`src/rtl/axis_tx_arbiter.sv`:
```
// Round-robin, packet-granular arbiter that merges several AXI byte streams onto one
// transmit stream, prefixing each grant with a channel header and capping burst length.
module axis_tx_arbiter #(
    parameter int CHANNELS  = 4,
    parameter int MAX_BURST = 64
) (
    input  logic                  clock,
    input  logic                  reset,
    input  logic [8*CHANNELS-1:0] idata,
    input  logic [CHANNELS-1:0]   ivalid,
    input  logic [CHANNELS-1:0]   ilast,
    output logic [CHANNELS-1:0]   iready,
    output logic [7:0]            odata,
    output logic                  ovalid,
    input  logic                  oready,
    output logic [CHANNELS-1:0]   grant,
    output logic                  busy
);

    localparam int          CW  = $clog2(MAX_BURST) + 1;
    localparam int unsigned NCH = CHANNELS;

    typedef enum logic [1:0] {IDLE, HEADER, DATA} state_t;

    state_t              state_q, state_d;
    logic [2:0]          ptr_q, ptr_d;
    logic [2:0]          cur_q, cur_d;
    logic [7:0]          cont_q, cont_d;
    logic [CW-1:0]       cnt_q, cnt_d;
    logic [7:0]          odata_q, odata_d;
    logic                ovalid_q, ovalid_d;
    logic [CHANNELS-1:0] grant_q, grant_d;

    logic       out_free;
    logic [7:0] req;
    logic [3:0] cand;
    logic       found;
    logic [2:0] sel;
    logic [7:0] din;
    logic       vg;
    logic       lg;

    assign out_free = !ovalid_q || oready;

    // Cyclic search starting just after the last-served channel.
    always_comb begin
        req   = 8'(ivalid);
        found = 1'b0;
        sel   = '0;
        cand  = '0;
        for (int unsigned i = 0; i < NCH; i++) begin
            cand = {1'b0, ptr_q} + 4'd1 + 4'(i);
            if (cand >= 4'(CHANNELS)) cand = cand - 4'(CHANNELS);
            if (!found && req[cand[2:0]]) begin
                found = 1'b1;
                sel   = cand[2:0];
            end
        end
    end

    always_comb begin
        din    = '0;
        vg     = 1'b0;
        lg     = 1'b0;
        iready = '0;
        for (int unsigned j = 0; j < NCH; j++) begin
            if (3'(j) == cur_q) begin
                din       = idata[8*j +: 8];
                vg        = ivalid[j];
                lg        = ilast[j];
                iready[j] = (state_q == DATA) && out_free;
            end
        end
    end

    always_comb begin
        state_d  = state_q;
        ptr_d    = ptr_q;
        cur_d    = cur_q;
        cont_d   = cont_q;
        cnt_d    = cnt_q;
        odata_d  = odata_q;
        ovalid_d = ovalid_q;
        grant_d  = grant_q;
        case (state_q)
            IDLE: begin
                if (out_free) begin
                    if (found) begin
                        for (int unsigned j = 0; j < NCH; j++) grant_d[j] = (3'(j) == sel);
                        cur_d    = sel;
                        state_d  = HEADER;
                        odata_d  = {2'b10, cont_q[sel], 2'b00, sel};
                        ovalid_d = 1'b1;
                        cnt_d    = '0;
                    end else begin
                        ovalid_d = 1'b0;
                    end
                end
            end
            HEADER: begin
                if (ovalid_q && oready) begin
                    state_d  = DATA;
                    ovalid_d = 1'b0;
                end
            end
            DATA: begin
                if (out_free) begin
                    if (vg) begin
                        odata_d  = din;
                        ovalid_d = 1'b1;
                        cnt_d    = cnt_q + CW'(1);
                        // End of packet takes precedence over the burst cap.
                        if (lg || cnt_q == CW'(MAX_BURST - 1)) begin
                            cont_d[cur_q] = !lg;
                            ptr_d         = cur_q;
                            grant_d       = '0;
                            state_d       = IDLE;
                        end
                    end else begin
                        ovalid_d = 1'b0;
                    end
                end
            end
            default: state_d = IDLE;
        endcase
    end

    always_ff @(posedge clock) begin
        if (reset) begin
            state_q  <= IDLE;
            ptr_q    <= 3'(CHANNELS - 1);
            cur_q    <= '0;
            cont_q   <= '0;
            cnt_q    <= '0;
            odata_q  <= '0;
            ovalid_q <= 1'b0;
            grant_q  <= '0;
        end else begin
            state_q  <= state_d;
            ptr_q    <= ptr_d;
            cur_q    <= cur_d;
            cont_q   <= cont_d;
            cnt_q    <= cnt_d;
            odata_q  <= odata_d;
            ovalid_q <= ovalid_d;
            grant_q  <= grant_d;
        end
    end

    assign odata  = odata_q;
    assign ovalid = ovalid_q;
    assign grant  = grant_q;
    assign busy   = (state_q != IDLE);

endmodule
```
`config.mk`:
```
export PLATFORM = sky130hd
export DESIGN_NAME = axis_tx_arbiter
export DESIGN_NICKNAME = d
export VERILOG_FILES = /design/src/rtl/axis_tx_arbiter.sv
export SDC_FILE = /design/constraint.sdc
export NUM_CORES = 1
export LEC_CHECK = 0
export BUFFER_PORTS_ARGS = -buffer_cell sky130_fd_sc_hd__buf_2
export CORE_MARGIN = 1
export CORE_UTILIZATION = 52
export CTS_CLUSTER_SIZE = 10
export DETAILED_ROUTE_END_ITERATION = 16
export PLACE_DENSITY_LB_ADDON = 0.1
export SYNTH_ARGS = -nofsm -noshare
export SYNTH_HDL_FRONTEND = slang
export SYNTH_SLANG_ARGS = --single-unit
```
`constraint.sdc`:
```
create_clock -name clock -period 4.08 [get_ports clock]
set_input_delay 0.204 -clock clock [delete_from_list [all_inputs] [get_ports clock]]
set_output_delay 0.204 -clock clock [all_outputs]
set_load 0.005 [all_outputs]
```
Word-level counts from Yosys, hierarchy flattened
Cells that the tools add are included.

word-level totals
  logic and storage cells = 138
  output and inout bits = 18
  register bits = 36

operators by class
  reductions and logical operators = 25
  mux-type cells = 70
  $lt $le $gt $ge = 11
  add/subtract/negate cells = 9
  equality and inequality tests = 15

operators by type and width
  operator                                                                count
  8-bit two-way mux                                                       8
  7-bit two-way mux                                                       4
  1-bit two-way mux                                                       27
  3-bit by 4-bit < comparator with 1-bit output (second input constant)   6
  3-bit two-way mux                                                       8
  4-bit two-way mux                                                       5
  4-bit by 3-bit >= comparator with 1-bit output (second input constant)  4
  8-bit one-hot mux with 2 select lines                                   1
  1-bit binary-select mux with 3-bit select                               5
  7-bit one-hot mux with 2 select lines                                   1
  2-bit by 3-bit == test with 1-bit output (first input constant)         4
  2-bit two-way mux                                                       6
  6-bit AND reduction                                                     2
  3-bit subtractor (second input constant)                                4
  2-bit inequality test (second input constant)                           5
  4-bit by 2-bit adder with 4-bit output (second input constant)          2
  8-bit bitwise mux                                                       1
  4-bit one-hot mux with 2 select lines                                   1
  4-bit AND reduction                                                     2
  7-bit by 1-bit adder with 7-bit output (second input constant)          1
  7-bit by 6-bit == test with 1-bit output (second input constant)        1
  1-bit by 3-bit == test with 1-bit output (first input constant)         2
  1-bit logical AND                                                       6
  3-bit logical NOT                                                       2
  other kinds (16)                                                        22

Logic depth before layout (Yosys ltp)
Gate-level depths: netlist of the first run.

  word-level depth = 20
  gate-level depth with buffers = 12
  gate-level depth less buffers = 11

Least setup slack after synthesis of the first run
Ideal clock, no wire load.

  path type = register to register
  start = reg ptr_q[1]
  end = reg grant_q[0], in the netlist grant[0]
  path slack = 1.012 ns
  data required time = 4.010 ns
  data arrival time = 2.998 ns
  setup time = 0.070 ns
  cell stages (with the launch flop) = 11
  cell sequence = dfxtp_1 > ha_1 > xor2_1 > ha_1 > or3_1 > o211a_1 > o221a_1 > a21o_1 > and2_4 > or4_1 > a21oi_1

on the way
  word-level cells in the longest chain between the ends = 19
  elaborated cells between the ends (all ways) = 44
  those cells by class = 8 x add/sub; 4 x order compare; 1 x eq/ne; 23 x mux; 8 x reduce/logical

RTL lines
  item                                                                                             RTL line  source
  start, declared                                                                                  26        logic [2:0] ptr_q, ptr_d;
  start signal, assigned                                                                           131       ptr_q <= 3'(CHANNELS - 1);
  start signal, assigned                                                                           140       ptr_q <= ptr_d;
  3-bit by 1-bit adder with 4-bit output (*)                                                       52        cand = {1'b0, ptr_q} + 4'd1 + 4'(i);
  parallel branches: the longest is 18 deep, another holds 4-bit by 1-bit adder with 4-bit output  -
  end signal, assigned                                                                             146       grant_q <= grant_d;
  end, declared                                                                                    32        logic [CHANNELS-1:0] grant_q, grant_d;

Every way passes the cells marked *. The select of a mux whose other input is x is not followed.
A chain may end at the register's enable or synchronous reset.

Final worst setup path of the first run
  start = reg ptr_q[0]
  end = reg grant_q[3], in the netlist grant[3]

on the way
  word-level cells in the longest chain between the ends = 19
  elaborated cells between the ends (all ways) = 44
  those cells by class = 8 x add/sub; 4 x order compare; 2 x eq/ne; 23 x mux; 7 x reduce/logical

RTL lines
  item                                                                                             RTL line
  3-bit by 1-bit adder with 4-bit output (*)                                                       52
  parallel branches: the longest is 18 deep, another holds 4-bit by 1-bit adder with 4-bit output  -

Marked as above.

==> impl_metrics.json, run 1 <==
{
  "status": "finished clean",
  "antenna_found_initial": 0,
  "place.port_buffers": 60,
  "max_stage_delay_ns": 0.78,
  "firstDrtPassIters": 4,
  "hold_violations": 0,
  "finClkSkew_ns": 0.008278,
  "synth_adder_area_share_pct": 5.814,
  "critPathLaunchType": "register",
  "synth_cell_types": 49,
  "syn-cell-area_um2": 2152,
  "synth_simple_gate_area_share_pct": 21.45,
  "cts_tree": "yes",
  "gp_congestion": 0.8484,
  "async_flop_share_pct": 0,
  "synth_top_family_by_area": "simple AND/OR/NAND/NOR gates",
  "dr_total_vias": 2098,
  "hold_ws_ns": 0.3054,
  "track_usage_pct": 26.71,
  "setup_viol": 0,
  "cp.required_ns": 4.25,
  "rsz0062_at_grt": "no",
  "wirelength_mm": 5.369,
  "clk_latency_ns": 0.29,
  "die_y_um": 66.33,
  "synth-edff-count": 0,
  "fin_crit_ns": 3.581,
  "drc_errors": 0,
  "final_common_cell": "buf_2",
  "yosysWarnings": 0,
  "htreeDepth": 2,
  "placedCellCount": 351,
  "tightest_slew_ns": 0.8980,
  "post_cts_buffers": 0,
  "layout-drive-gt1-share_pct": 28.80,
  "mostFrequentLayoutCells": "60 x buf_2, 32 x dfxtp_1, 27 x nand2_1",
  "ctsResizeCount": 0,
  "grt_pass1_wl_mm": 8.749,
  "maxSlewViolCount": 0,
  "fin_tns_setup_ns": 0,
  "synth_cells": 249,
  "path_class": "register to register",
  "post-route-util_pct": 64.28,
  "place_area_um2": 2484,
  "fin_nets": 361,
  "synth-main-ff-cell": "dfxtp_1",
  "ys_seq_elements": 32,
  "dpl.hpwl_mm": 4.039,
  "cap_violations": 0,
  "die_w_um": 66.33,
  "die_area_um2": 4400,
  "wl_per_cell_um": 14.96,
  "grt_pass1_vias": 1901,
  "slowest_stage": "o31ai_2",
  "syn2layout_area_growth_pct": 19.48,
  "clockBufferDepth": 2,
  "grt_start_max_net_pins": 21,
  "n_antenna_cell": 0,
  "synth_compound_area_share_pct": 18.66,
  "total_leakage_power_nw": 1.117,
  "muxShareOfSynthArea_pct": 16.63,
  "ir_drop_uv": 342.1,
  "hold_class": "primary input to register",
  "multi_input_area_um2": 1416,
  "ios": 61,
  "cts_made_buffers": 5,
  "clk_pin_slew_worst_paths_ns": 0.07,
  "finalCritPeriodShare_pct": 87.77,
  "cp_max_fo": 14,
  "coreArea_um2": 4000,
  "drt-initial-drc-count": 143,
  "overflow": 0,
  "via_per_inst": 5.844,
  "fill_cells": 356,
  "synth_xor_area_share_pct": 3.256,
  "ant_nets": 0,
  "start_util_pct": 53.80,
  "rows": 23,
  "max_clock_freq_mhz": 279.2,
  "regArea_um2": 640.6,
  "power_density_nw_per_um2": 510.0,
  "stdcell_count": 359,
  "worst_ep_arrival_time_ns": 3.75,
  "crit_path_end_kind": "register",
  "slew_headroom_pct": 39.77,
  "ctsHoldBuffers": 0,
  "cts-root-buf": "clkbuf_8",
  "synth_seq_area_share_pct": 29.77,
  "cts.sinks": 32,
  "synth_nets": 302,
  "fin_area_um2": 2571,
  "crit_path_cell_trace": "ha_1, xor2_1, ha_1, nand2b_1, o21ai_0, o31a_1, o31ai_2, nor2_1, a32oi_1, nor2_1",
  "synth.avg_cell_area_um2": 8.643
}
-- worst max-delay path, delay by kind of cell (launching register included) --
| kind | cells | cell delay [ns] |
|---|---|---|
| simple gates | 3 | 0.39 |
| fa+ha+maj | 2 | 0.66 |
| xor+xnor | 1 | 0.34 |
| compound gates | 4 | 1.49 |
| flops | 1 | 0.58 |
-- metal layers --
layer | global-route usage [%] | routed length, um | share of wire, % | vias to the layer above
met5 | 0 | 0 | 0 | -
met4 | 11.97 | 98 | 1.8 | 0
met3 | 5.517 | 303 | 5.6 | 10
met2 | 42.35 | 2486 | 46 | 63
met1 | 34.64 | 2480 | 46 | 982
li1 | - | - | - | 1043
-- metrics by stage --
stage | total power (W) | setup slack [ns]
after floorplan | 0.0008878 | 1.012
final | 0.001311 | 0.4989
after CTS | 0.001314 | 0.4929
after detailed placement | 0.001069 | 0.5222
after global placement | 0.001059 | 0.6347
after global routing | 0.001415 | 0.09775
-- cells in the mapped netlist, drive strengths merged, types with 3 or more instances --
cell type	number	area, um2
a21oi	16	80.08
a32oi	3	26.28
and2	3	22.53
and3	5	33.78
buf	6	35.03
clkbuf	5	18.77
dfxtp	32	640.6
ha	10	125.1
inv	11	41.29
mux2i	11	110.1
mux4	10	225.2
nand2	27	101.4
nand2b	3	18.77
nand3	11	55.05
nand4	4	25.02
nor2	26	97.59
nor3	6	30.03
o211a	3	30.03
o21ai	13	65.06
o221ai	3	26.28
o31a	4	35.03
or3	4	25.02
xor2	6	52.55
-- path summary, 6_finish.rpt --
kind / to / startpoint / depth (start not counted) / slack [ns]
setup / recovery: grant[3] / ptr_q[0] / 10 / 0.50
setup reg to reg: grant[3] / ptr_q[0] / 10 / 0.50
hold / removal: state_q[1] / reset / 2 / 0.31
hold reg to reg: grant[0] / grant[0] / 2 / 0.45
-- power by group --
part           switching (W)  internal [W]  leakage, nW
registers          0.0000524      0.000364        0.260
logic               0.000375      0.000275        0.809
clock network       0.000126      0.000119       0.0479
-- cell type report --
cell class | count | share of cell area, %
multi-input combinational | 195 | 55.09
clock inverter | 3 | 0.7299
sequential | 32 | 24.91
inverter | 11 | 1.606
timing repair buffer | 63 | 12.55
tap | 50 | 2.433
clock buffer | 5 | 2.676
-- registers in the layout, indices dropped and copies added, names as in the netlist --
signal	flops
cnt_q	7
cont_q	4
cur_q	3
grant	4
odata	8
ovalid	1
ptr_q	3
state_q	2
-- cell families after synthesis --
logic type	count (synthesis)
buffers and inverters	22
adder cells (fa/ha/maj)	10
multiplexers	23
flip-flops	32
AO/OA/AOI/OAI	58
XOR/XNOR	8
AND/OR/NAND/NOR	96
No activity file was read; power rests on OpenSTA's default activity.
==> run 2, diff against run 1 <==
CORE_UTILIZATION = 51   (was 52)
PLACE_DENSITY = 0.78   (was default)
PLACE_DENSITY_LB_ADDON = default   (was 0.1)
==> run 2 against run 1 <==
Compared with the run above: wire length fell by 1.7%; sequential cell count did not move; register-to-register slack got worse by 0.09 ns; clock power rose by 25%; highest routed layer unchanged; cell area rose by 0.63%; largest power group unchanged.
==> impl_metrics.json, run 2 (synthesis results as in run 1) <==
{
  "status": "finished clean",
  "slowest_stage": "dfxtp_1",
  "cts-root-buf": "clkbuf_8",
  "setup_viol": 0,
  "rsz0062_at_grt": "no",
  "worstHoldPathCells": 2,
  "seq_power_share_pct": 29.9,
  "drc_errors": 0,
  "stdcell_count": 358,
  "tightest_slew_ns": 0.8321,
  "finalCritPeriodShare_pct": 89.95,
  "post_cts_buffers": 0,
  "grt_start_max_net_pins": 21,
  "die_area_um2": 4484,
  "mostFrequentLayoutCells": "60 x buf_2, 32 x dfxtp_1, 27 x nand2_1",
  "min_from": "reset",
  "gp_congestion": 0.8761,
  "firstDrtPassIters": 4,
  "htreeDepth": 2,
  "switching_share_pct": 40.17,
  "met1_length_mm": 2.299,
  "ant_nets": 0,
  "cp.required_ns": 4.25,
  "path_class": "register to register",
  "dr_total_vias": 2118,
  "fin_tns_setup_ns": 0,
  "die_w_um": 66.96,
  "grt_pass1_wl_mm": 8.970,
  "fill_cells": 352,
  "hold_end": "cont_q[0]",
  "crit_top_cell": "ha_1",
  "clk_pin_slew_worst_paths_ns": 0.07,
  "met3WireLength_um": 272,
  "ctsHoldBuffers": 0,
  "maxSlewViolCount": 0,
  "cp_max_fo": 14,
  "crit_path_start": "ptr_q[0]",
  "pre_cts_slack_ns": 0.4564,
  "crit_path_cell_trace": "ha_1, xor2_1, ha_1, or3_1, o211a_1, o221ai_1, o31a_1, nand2_1, a32oi_1, nor2_1",
  "ctsResizeCount": 0,
  "largest_register_ffs": 8,
  "max_stage_delay_ns": 0.59,
  "cp_top_family": "compound AO/OA/AOI/OAI gates",
  "finClkSkew_ns": 0.003863,
  "power_density_nw_per_um2": 523.7,
  "via_per_inst": 5.916,
  "ff2ff_path_depth": 10,
  "dpl.hpwl_mm": 3.945,
  "cts_tree": "yes",
  "p_int_w": 0.0008107,
  "crit_path_end_kind": "register",
  "n_antenna_cell": 0,
  "die_y_um": 66.96,
  "place.port_buffers": 60,
  "hold_violations": 0,
  "drt-initial-drc-count": 89,
  "critPathLaunchType": "register",
  "cts_made_buffers": 5,
  "regToRegSetupSlack_ns": 0.41,
  "switching_power_w": 0.0005442,
  "r2r-start": "ptr_q[0]",
  "clk_latency_ns": 0.29,
  "wl_per_cell_um": 14.74,
  "p_clk_share_pct": 22.6,
  "start_util_pct": 53.42,
  "r2r-end": "grant[3]",
  "coreArea_um2": 4029,
  "final_common_cell": "buf_2",
  "top_layer": "met4",
  "cts.sinks": 32,
  "slew_headroom_pct": 44.19,
  "wirelength_mm": 5.277,
  "total_leakage_power_nw": 1.119,
  "track_usage_pct": 26.59,
  "ir_drop_uv": 373.8,
  "antenna_found_initial": 0,
  "fin_crit_ns": 3.670,
  "max_clock_freq_mhz": 272.5,
  "hold_class": "primary input to register",
  "grt_pass1_vias": 2029,
  "overflow": 0,
  "layout-drive-gt1-share_pct": 28.57,
  "placedCellCount": 350,
  "worst_ep_arrival_time_ns": 3.84,
  "rows": 23,
  "layout_setup_ws_ns": 0.4100,
  "wl_met2_mm": 2.560,
  "ios": 61,
  "cap_violations": 0,
  "combPwrFrac_pct": 47.5,
  "clockBufferDepth": 2,
  "fin_nets": 360,
  "path_buf_inv": 0,
  "syn2layout_area_growth_pct": 20.23
}
-- run 2: metal layers --
metal | track usage [%] | vias to the layer above
met5 | 0 | -
met4 | 14.10 | 0
met3 | 4.452 | 16
met2 | 43.94 | 69
met1 | 32.70 | 1001
li1 | - | 1032
-- run 2: worst register-to-register path, stage by stage (launching register included) --
cell and delay, ns:
dfxtp_1 0.59, ha_1 0.34, xor2_1 0.34, ha_1 0.32, or3_1 0.33, o211a_1 0.23
o221ai_1 0.37, o31a_1 0.53, nand2_1 0.23, a32oi_1 0.20, nor2_1 0.05
-- run 2: final cells by class --
type | count | area, um2 | area share (%)
clock inverter | 3 | 42.54 | 1.644
inverter | 11 | 41.29 | 1.596
timing repair buffer | 62 | 315.3 | 12.19
sequential | 32 | 640.6 | 24.76
multi-input combinational | 195 | 1416 | 54.74
clock buffer | 5 | 68.82 | 2.660
tap | 50 | 62.56 | 2.418
-- run 2: worst max-delay path by stage --
stage | end | slack [ns] | depth (start not counted)
after floorplan | grant[0] | 1.01 | 10
after global placement | grant[3] | 0.64 | 10
after detailed placement | cnt_q[6] | 0.46 | 9
final | grant[3] | 0.41 | 10
after CTS | grant[3] | 0.42 | 10
after global routing | grant[2] | 0.09 | 10
-- run 2: through the flow --
stage                     total power, W  utilization, %  cell area [um2]  hold WS, ns
after floorplan                0.0008878               -             2152       0.3822
after global placement          0.001036           61.46             2476       0.4434
after detailed placement        0.001050           61.46             2476       0.4432
after CTS                       0.001357           64.22             2587       0.3005
after global routing            0.001455           64.22             2587       0.3158
final                           0.001355           64.22             2587       0.3151
-- run 2: power by group through the flow --
stage / logic [W] / registers [W] / clock network, W
6_report: 0.000644 / 0.000404 / 0.000306
5_1_grt: 0.000721 / 0.000413 / 0.000321
4_1_cts: 0.000644 / 0.000405 / 0.000309
3_5_place_dp: 0.000638 / 0.000411 / 0
3_3_place_gp: 0.000626 / 0.000410 / 0
2_1_floorplan: 0.000484 / 0.000404 / 0
==> run 3, diff against run 2 <==
RECOVER_POWER = 100   (was default)
==> run 3 against run 2 <==
Compared with the run above: cell area down 0.68%; fmax about the same; sequential power about the same; clock skew about the same; first-iteration DRC count up 10%; sequential share of layout area up 0.17 points; worst setup slack about the same; clock power about the same; combinational power down 1%; via count unchanged; final cell count unchanged; highest routed layer unchanged; core utilization down 0.43 points.
==> impl_metrics.json, run 3 (synthesis results as in run 1) <==
{
  "status": "finished clean",
  "setup_viol": 0,
  "syn2layout_area_growth_pct": 19.42,
  "die_y_um": 66.96,
  "grt_pass1_wl_mm": 8.970,
  "hold_class": "primary input to register",
  "cts_tree": "yes",
  "ctsResizeCount": 0,
  "pre_cts_slack_ns": 0.4564,
  "clockBufferDepth": 2,
  "maxSlewViolCount": 0,
  "dr_total_vias": 2118,
  "clk_pin_slew_worst_paths_ns": 0.07,
  "clk_latency_ns": 0.29,
  "rows": 23,
  "endpoint": "grant[3]",
  "hold_violations": 0,
  "total_leakage_power_nw": 1.068,
  "slew_headroom_pct": 44.56,
  "layout-drive-gt1-share_pct": 24.68,
  "ios": 61,
  "overflow": 0,
  "start_util_pct": 53.42,
  "coreArea_um2": 4029,
  "ant_nets": 0,
  "cap_violations": 0,
  "dpl.hpwl_mm": 3.945,
  "die_area_um2": 4484,
  "wirelength_mm": 5.289,
  "worst_ep_arrival_time_ns": 3.84,
  "cp_max_fo": 14,
  "r2r-end": "grant[3]",
  "largest_register_ffs": 8,
  "max_clock_freq_mhz": 272.5,
  "cp.required_ns": 4.25,
  "htreeDepth": 2,
  "cts_made_buffers": 5,
  "place.port_buffers": 60,
  "gp_congestion": 0.8761,
  "grt_start_max_net_pins": 21,
  "firstDrtPassIters": 4,
  "track_usage_pct": 26.59,
  "ff2ff_path_depth": 10,
  "rsz0062_at_grt": "no",
  "ctsHoldBuffers": 0,
  "ir_drop_uv": 373.7,
  "drc_errors": 0,
  "crit_path_start": "ptr_q[0]",
  "fin_crit_ns": 3.670,
  "r2r-start": "ptr_q[0]",
  "placedCellCount": 350,
  "n_antenna_cell": 0,
  "post_cts_buffers": 0,
  "path_class": "register to register",
  "finClkSkew_ns": 0.003695,
  "die_w_um": 66.96,
  "antenna_found_initial": 0,
  "finalCritPeriodShare_pct": 89.95,
  "layout_setup_ws_ns": 0.4100,
  "tightest_slew_ns": 0.8266,
  "stdcell_count": 358,
  "cts-root-buf": "clkbuf_8",
  "via_per_inst": 5.916,
  "final_common_cell": "buf_2",
  "crit_path_end_kind": "register",
  "grt_pass1_vias": 2029,
  "power_density_nw_per_um2": 524.5,
  "wl_per_cell_um": 14.77,
  "fin_tns_setup_ns": 0,
  "mostFrequentLayoutCells": "48 x buf_2, 32 x dfxtp_1, 27 x nand2_1",
  "regToRegSetupSlack_ns": 0.41,
  "cts.sinks": 32,
  "fin_nets": 360,
  "critPathLaunchType": "register",
  "drt-initial-drc-count": 98
}
-- run 3: worst min-delay path by stage --
| stage | slack (ns) | cells past startpoint | end | from |
|---|---|---|---|---|
| after global routing | 0.32 | 2 | cont_q[0] | reset |
| after detailed placement | 0.44 | 2 | odata[3] | odata[3] |
| final | 0.31 | 2 | cont_q[0] | reset |
| after CTS | 0.30 | 2 | grant[2] | reset |
| after floorplan | 0.38 | 2 | ptr_q[0] | reset |
| after global placement | 0.44 | 2 | odata[3] | odata[3] |
-- run 3: layer usage --
metal,share of wire (%),vias to the layer above,track usage [%],wire length [um]
met1,44,1002,32.70,2319
li1,-,1030,-,-
met2,48,72,43.94,2562
met4,2.4,0,14.10,128
met5,0,-,0,0
met3,5.3,14,4.452,279
-- run 3: where the power goes --
part	switching [W]	leakage [nW]	internal (W)
Combinational	0.000380	0.754	0.000257
Clock	0.000126	0.0541	0.000181
Sequential	0.0000407	0.260	0.000364
Total	0.000546	1.07	0.000802
-- run 3: final cells by class --
class	count	area, um2
flip-flops and latches	32	640.6
clock buffers	5	68.82
repair buffers	62	297.8
fillers	360	1459
inverters	11	41.29
multi-input cells	195	1416
well taps	50	62.56
clock inverters	3	42.54
-- run 3: per-stage QoR --
stage	instance area [um2]	total power (W)	hold slack [ns]	util [%]
final	2570	0.001348	0.3148	63.79
after global routing	2570	0.001447	0.3158	63.79
after CTS	2587	0.001357	0.3005	64.22
after detailed placement	2476	0.001050	0.4432	61.46
after global placement	2476	0.001036	0.4434	61.46
after floorplan	2152	0.0008878	0.3822	-
-- run 3: critical path: stages (launching register included) --
cell	delay, ns
dfxtp_1	0.59
ha_1	0.34
xor2_1	0.34
ha_1	0.32
or3_1	0.33
o211a_1	0.23
o221ai_1	0.37
o31a_1	0.52
nand2_1	0.23
a32oi_1	0.20
nor2_1	0.05
